==> config.mk <==
export PLATFORM = sky130hd
export DESIGN_NAME = pes_param_counter_flat
export DESIGN_NICKNAME = d
export VERILOG_FILES = /design/src/rtl/pes_param_counter_if.sv /design/src/rtl/pes_param_counter.sv /design/src/flat_wrapper.sv
export SDC_FILE = /design/constraint.sdc
export NUM_CORES = 1
export LEC_CHECK = 0
export ABC_AREA = 0
export BUFFER_PORTS_ARGS = -buffer_cell sky130_fd_sc_hd__buf_4
export CAP_MARGIN = 20
export CORE_MARGIN = 2
export CORE_UTILIZATION = 30
export CTS_BUF_LIST = sky130_fd_sc_hd__clkbuf_16
export DETAILED_ROUTE_END_ITERATION = 16
export GPL_TIMING_DRIVEN = 0
export HOLD_SLACK_MARGIN = 0.15
export PLACE_DENSITY = 0.57
export SETUP_SLACK_MARGIN = 0.4
export SLEW_MARGIN = 15
export SYNTH_ARGS = -nofsm -noshare
export SYNTH_HDL_FRONTEND = slang
export SYNTH_SLANG_ARGS = --single-unit
==> constraint.sdc <==
create_clock -name wb_clk_i -period 2.4 [get_ports wb_clk_i]
set_input_delay 0.48 -clock wb_clk_i [delete_from_list [all_inputs] [get_ports wb_clk_i]]
set_output_delay 0.48 -clock wb_clk_i [all_outputs]
set_load 0.05 [all_outputs]
==> src/rtl/pes_param_counter_if.sv <==
// Control and pad-side signal bundle for pes_param_counter.
// The master drives the counter controls, and the slave (the counter) drives the pads.
interface pes_param_counter_if #(
  parameter int WIDTH      = 8,
  parameter int PRESCALE_W = 4
);
  logic                  en;
  logic                  up_dn;
  logic [1:0]            mode;
  logic [PRESCALE_W-1:0] prescale;
  logic                  load;
  logic [WIDTH-1:0]      load_val;
  logic [WIDTH-1:0]      io_out;
  logic [WIDTH-1:0]      io_oeb;
  logic                  tc_o;
  logic                  halted_o;

  modport master (
    output en, up_dn, mode, prescale, load, load_val,
    input  io_out, io_oeb, tc_o, halted_o
  );

  modport slave (
    input  en, up_dn, mode, prescale, load, load_val,
    output io_out, io_oeb, tc_o, halted_o
  );
endinterface

==> src/rtl/pes_param_counter.sv <==
// WIDTH-bit up/down counter with prescaler, parallel load, and wrap/saturate/one-shot terminal
// behaviour. It drives the user GPIO pads directly.
module pes_param_counter #(
  parameter int WIDTH      = 8,
  parameter int PRESCALE_W = 4
) (
  input  logic               wb_clk_i,
  input  logic               wb_rst_i,
  pes_param_counter_if.slave bus
);

  typedef enum logic [1:0] {
    MODE_WRAP    = 2'b00,
    MODE_SAT     = 2'b01,
    MODE_ONESHOT = 2'b10,
    MODE_RSVD    = 2'b11
  } mode_e;

  logic [WIDTH-1:0]      cnt_q, cnt_d;
  logic [WIDTH-1:0]      oeb_q, oeb_d;
  logic [PRESCALE_W-1:0] pre_cnt_q, pre_cnt_d;
  logic                  tc_q, tc_d;
  logic                  halted_q, halted_d;
  logic                  tick;
  logic                  at_term;
  mode_e                 mode;

  function automatic logic [WIDTH-1:0] step_count(input logic [WIDTH-1:0] v, input logic up);
    return up ? v + WIDTH'(1) : v - WIDTH'(1);
  endfunction

  function automatic logic [WIDTH-1:0] wrap_value(input logic up);
    return up ? '0 : '1;
  endfunction

  assign mode = mode_e'(bus.mode);

  // ">=" lets a mid-count reduction of prescale fire on the next enabled cycle.
  assign tick    = bus.en & ~halted_q & (pre_cnt_q >= bus.prescale);
  assign at_term = bus.up_dn ? (cnt_q == '1) : (cnt_q == '0);

  always_comb begin
    cnt_d     = cnt_q;
    pre_cnt_d = pre_cnt_q;
    halted_d  = halted_q;
    tc_d      = 1'b0;
    oeb_d     = '0;
    if (bus.load) begin
      cnt_d     = bus.load_val;
      pre_cnt_d = '0;
      halted_d  = 1'b0;
    end else if (tick) begin
      pre_cnt_d = '0;
      if (!at_term) begin
        cnt_d = step_count(cnt_q, bus.up_dn);
      end else begin
        tc_d = 1'b1;
        case (mode)
          MODE_SAT:     cnt_d = cnt_q;
          MODE_ONESHOT: halted_d = 1'b1;
          default:      cnt_d = wrap_value(bus.up_dn);
        endcase
      end
    end else if (bus.en && !halted_q) begin
      pre_cnt_d = pre_cnt_q + PRESCALE_W'(1);
    end
  end

  always_ff @(posedge wb_clk_i) begin
    if (wb_rst_i) begin
      cnt_q     <= '0;
      pre_cnt_q <= '0;
      tc_q      <= 1'b0;
      halted_q  <= 1'b0;
      oeb_q     <= '1;
    end else begin
      cnt_q     <= cnt_d;
      pre_cnt_q <= pre_cnt_d;
      tc_q      <= tc_d;
      halted_q  <= halted_d;
      oeb_q     <= oeb_d;
    end
  end

  assign bus.io_out   = cnt_q;
  assign bus.io_oeb   = oeb_q;
  assign bus.tc_o     = tc_q;
  assign bus.halted_o = halted_q;

endmodule

==> src/flat_wrapper.sv <==
// flat-port wrapper written by rule: the top's interface ports become plain ports
module pes_param_counter_flat 
#(
  parameter int WIDTH      = 8,
  parameter int PRESCALE_W = 4
)
  (wb_clk_i, wb_rst_i, bus_en, bus_up_dn, bus_mode, bus_prescale, bus_load, bus_load_val, bus_io_out, bus_io_oeb, bus_tc_o, bus_halted_o);
  pes_param_counter_if #(.WIDTH(WIDTH), .PRESCALE_W(PRESCALE_W)) bus_i ();
  input  logic wb_clk_i;
  input  logic wb_rst_i;
  input wire logic [$bits(bus_i.en)-1:0] bus_en;
  input wire logic [$bits(bus_i.up_dn)-1:0] bus_up_dn;
  input wire logic [$bits(bus_i.mode)-1:0] bus_mode;
  input wire logic [$bits(bus_i.prescale)-1:0] bus_prescale;
  input wire logic [$bits(bus_i.load)-1:0] bus_load;
  input wire logic [$bits(bus_i.load_val)-1:0] bus_load_val;
  output wire logic [$bits(bus_i.io_out)-1:0] bus_io_out;
  output wire logic [$bits(bus_i.io_oeb)-1:0] bus_io_oeb;
  output wire logic [$bits(bus_i.tc_o)-1:0] bus_tc_o;
  output wire logic [$bits(bus_i.halted_o)-1:0] bus_halted_o;
  assign bus_i.en = bus_en;
  assign bus_i.up_dn = bus_up_dn;
  assign bus_i.mode = bus_mode;
  assign bus_i.prescale = bus_prescale;
  assign bus_i.load = bus_load;
  assign bus_i.load_val = bus_load_val;
  assign bus_io_out = bus_i.io_out;
  assign bus_io_oeb = bus_i.io_oeb;
  assign bus_tc_o = bus_i.tc_o;
  assign bus_halted_o = bus_i.halted_o;
  pes_param_counter #(.WIDTH(WIDTH), .PRESCALE_W(PRESCALE_W)) u_core (.wb_clk_i(wb_clk_i), .wb_rst_i(wb_rst_i), .bus(bus_i));
endmodule
==> flow_metrics.py <==
metrics = {
    "timing": {
        "fin_crit_ns": 1.95,
        "hold_viol_final": 0,
        "slew_headroom_pct": 72.0,
        "fmax_mhz": 512,
        "setup_viol": 0,
        "clock_skew_ns": 0.00299,
        "grt_setup_unrepaired": "true",
        "fin_crit_sh_pct": 81.3,
        "worstMarginPinSlew_ns": 0.417,
        "report.final.slew_viol_count": 0,
        "fin_tns_setup_ns": 0,
    },
    "logic_synthesis": {
        "mappedNetlistNets": 173,
        "ys.flop_type": "dfxtp_1",
        "synth_area_leaders": "dfxtp_1 (25%), ha_1 (12%), o221a_1 (5.5%)",
        "ys_async_sr_fraction_pct": 0,
        "synth_edf_count": 0,
        "synth_seq_cells": 15,
        "synth-seq-area-share_pct": 24.6,
        "yosysMostFrequentCell": "inv_1",
        "synth_top_area_share_pct": 24.6,
        "synth.avg_cell_area_um2": 8.66,
        "synth.cell_area_um2": 1220,
        "synth.distinct_cells": 46,
        "synth_top_cells_by_count": "inv_1 (17), dfxtp_1 (15), nor2_1 (15)",
        "netlist_instances": 141,
        "synth_top_area_cell": "dfxtp_1",
        "synth_warnings": 0,
    },
    "drt": {
        "first_pass_iters": 4,
        "viasPerCell": 4.94,
        "detail-route-antenna-nets": 0,
        "dr_total_vias": 1160,
        "drc_errors": 0,
        "drtIter0Drc": 57,
        "wl_mm": 3.11,
        "wl_per_cell_um": 13.2,
    },
    "clock_network": {
        "ctsLongestPathBuffers": 2,
        "hold_buffers": 0,
        "cts.reportedPaths.clkPinSlew_ns": 0.05,
        "root_buffer": "clkbuf_16",
        "cts_tree": "yes",
        "htreeDepth": 1,
        "clock-sinks": 15,
        "numCtsBuffers": 3,
        "clock_latency_ns": 0.24,
    },
    "finish": {
        "regArea_um2": 304,
        "multi_input_area_um2": 886,
        "antenna_cells": 0,
        "fillerInstances": 381,
        "drive_above_1_share_pct": 41.6,
        "fin_nets": 218,
        "syn_to_final_growth_pct": 47.0,
    },
    "global_routing": {
        "grtUsageTotal_pct": 13.5,
        "grt_max_degree": 11,
        "grt_pass1_vias": 1071,
        "grt_pass1_wl_mm": 4.71,
        "gr-total-overflow": 0,
        "antenna_found_initial": 0,
    },
    "power": {
        "power_uw": 936,
        "swShare_pct": 31.9,
        "seqPwrFrac_pct": 30.7,
        "p_per_area_nw_per_um2": 521,
        "p_sw_uw": 298,
        "power_frac_comb_pct": 35.5,
        "internal-power_uw": 637,
        "clock_power_share_pct": 33.9,
        "power.leakage_nw": 0.830,
        "irDropWorstVdd_v": 0.000251,
    },
    "run_status": {
        "outcome": "finished clean",
    },
    "worst_setup_path": {
        "crit_type": "in2reg",
        "cp.required_ns": 2.58,
        "crit_arrival_ns": 2.14,
        "endpoint_kind": "register",
        "crit_path_max_fanout": 6,
        "cp-start-kind": "input port",
    },
    "floorplanning": {
        "ios": 37,
        "initial_core_util_pct": 30.7,
        "die_y_um": 67.8,
        "die_w_um": 67.8,
        "die_area_um2": 4600,
        "core_area_um2": 3970,
        "row_count": 23,
    },
    "placed_design": {
        "hpwl_mm": 2.37,
        "port_buffers": 36,
        "gp_congestion": 0.780,
    },
    "worst_hold_path": {
        "hold_path.class": "in2reg",
    },
    "flow_run": {
        "cap_violations": 0,
    },
}
==> cells in the final DEF (no fill, tap or decap), types with 2 or more instances in the layout <==
cell type   n
o21ai_1     2
buf_4      44
o211a_1     2
and3_1      2
dfxtp_2     3
xnor2_1     2
clkbuf_16   3
nand4_1     2
or3_1       2
ha_4        3
o221a_1     6
ha_1        8
nand2_1     2
nand3_1     3
xor2_1      4
inv_1      16
mux2i_1     2
o21a_1      3
a21oi_1     7
nor2_1     14
buf_6       2
dfxtp_1    12
nand2_2     2
nor3_1      5
a211oi_2    2
==> worst max-delay path, stage by stage <==
cell,delay [ns]
buf_12,0.08
clkinvlp_4,0.20
fa_2,0.46
a211oi_4,0.34
o211ai_1,0.12
o41a_1,0.14
a21oi_2,0.14
o221a_1,0.18
==> flip-flops by register name, indices dropped and copies added (netlist names) <==
signal	cells
u_core.pre_cnt_q	4
u_core.bus.tc_o	1
u_core.bus.halted_o	1
u_core.bus.io_out	8
u_core.bus.io_oeb	1
==> per-stage QoR <==
step	cells	util, %	area, um^2	hold slack, ns	setup WS [ns]
after floorplan	141	-	1240	0.483	0.415
after global placement	227	39.6	1570	0.509	0.141
after detailed placement	227	39.6	1570	0.522	0.116
after CTS	233	42.7	1690	0.352	0.423
after global routing	235	45.2	1800	0.348	0.364
final	235	45.2	1800	0.354	0.448
==> layout make-up <==
| class | instances | share of cell area (%) |
|---|---|---|
| timing repair buffer | 40 | 17.8 |
| clock inverter | 1 | 0.279 |
| buffer | 9 | 4.18 |
| tap | 50 | 3.48 |
| clock buffer | 3 | 4.18 |
| inverter | 17 | 3.76 |
| sequential | 15 | 16.9 |
| multi-input combinational | 100 | 49.3 |
==> path summary, 6_finish.rpt <==
path	from	endpoint	slack, ns	cells after the start
worst min-delay path	wb_rst_i	u_core.bus.io_oeb[6]	0.35	1
worst min register to register	u_core.bus.halted_o	u_core.bus.halted_o	0.52	1
worst max register to register	u_core.pre_cnt_q[0]	u_core.bus.io_out[1]	0.52	7
worst max-delay path	bus_up_dn	u_core.bus.io_out[6]	0.45	8
==> power groups by stage <==
stage	clock network (mW)	registers [mW]	logic, mW
after global routing	0.340	0.289	0.363
after global placement	0	0.289	0.289
after floorplan	0	0.323	0.175
after detailed placement	0	0.289	0.294
final	0.317	0.287	0.332
after CTS	0.324	0.285	0.303
==> layer usage <==
metal | share of wire [%] | vias to the layer above | wire, um | GRT usage, %
met4 | 0.87 | 0 | 27 | 5.75
met5 | 0 | - | 0 | 0
met3 | 5.0 | 2 | 156 | 1.67
met1 | 45 | 537 | 1380 | 16.7
met2 | 50 | 31 | 1540 | 23.5
li1 | - | 590 | - | -
==> cell families after synthesis <==
| kind of cell | share of synthesized area, % |
|---|---|
| compound gates | 23.7 |
| flops | 24.6 |
| simple gates | 20.5 |
| xor+xnor | 4.30 |
| mux | 1.64 |
| fa+ha+maj | 13.9 |
| buf+inv | 11.4 |
==> timing repair <==
item                                    4_1_cts  5_1_grt
endpoints found under the setup margin        8        8
gates resized for setup                       6       16
setup buffers                                 2        2
pin swaps                                     3       11
Power figures use the tool's default switching activity.
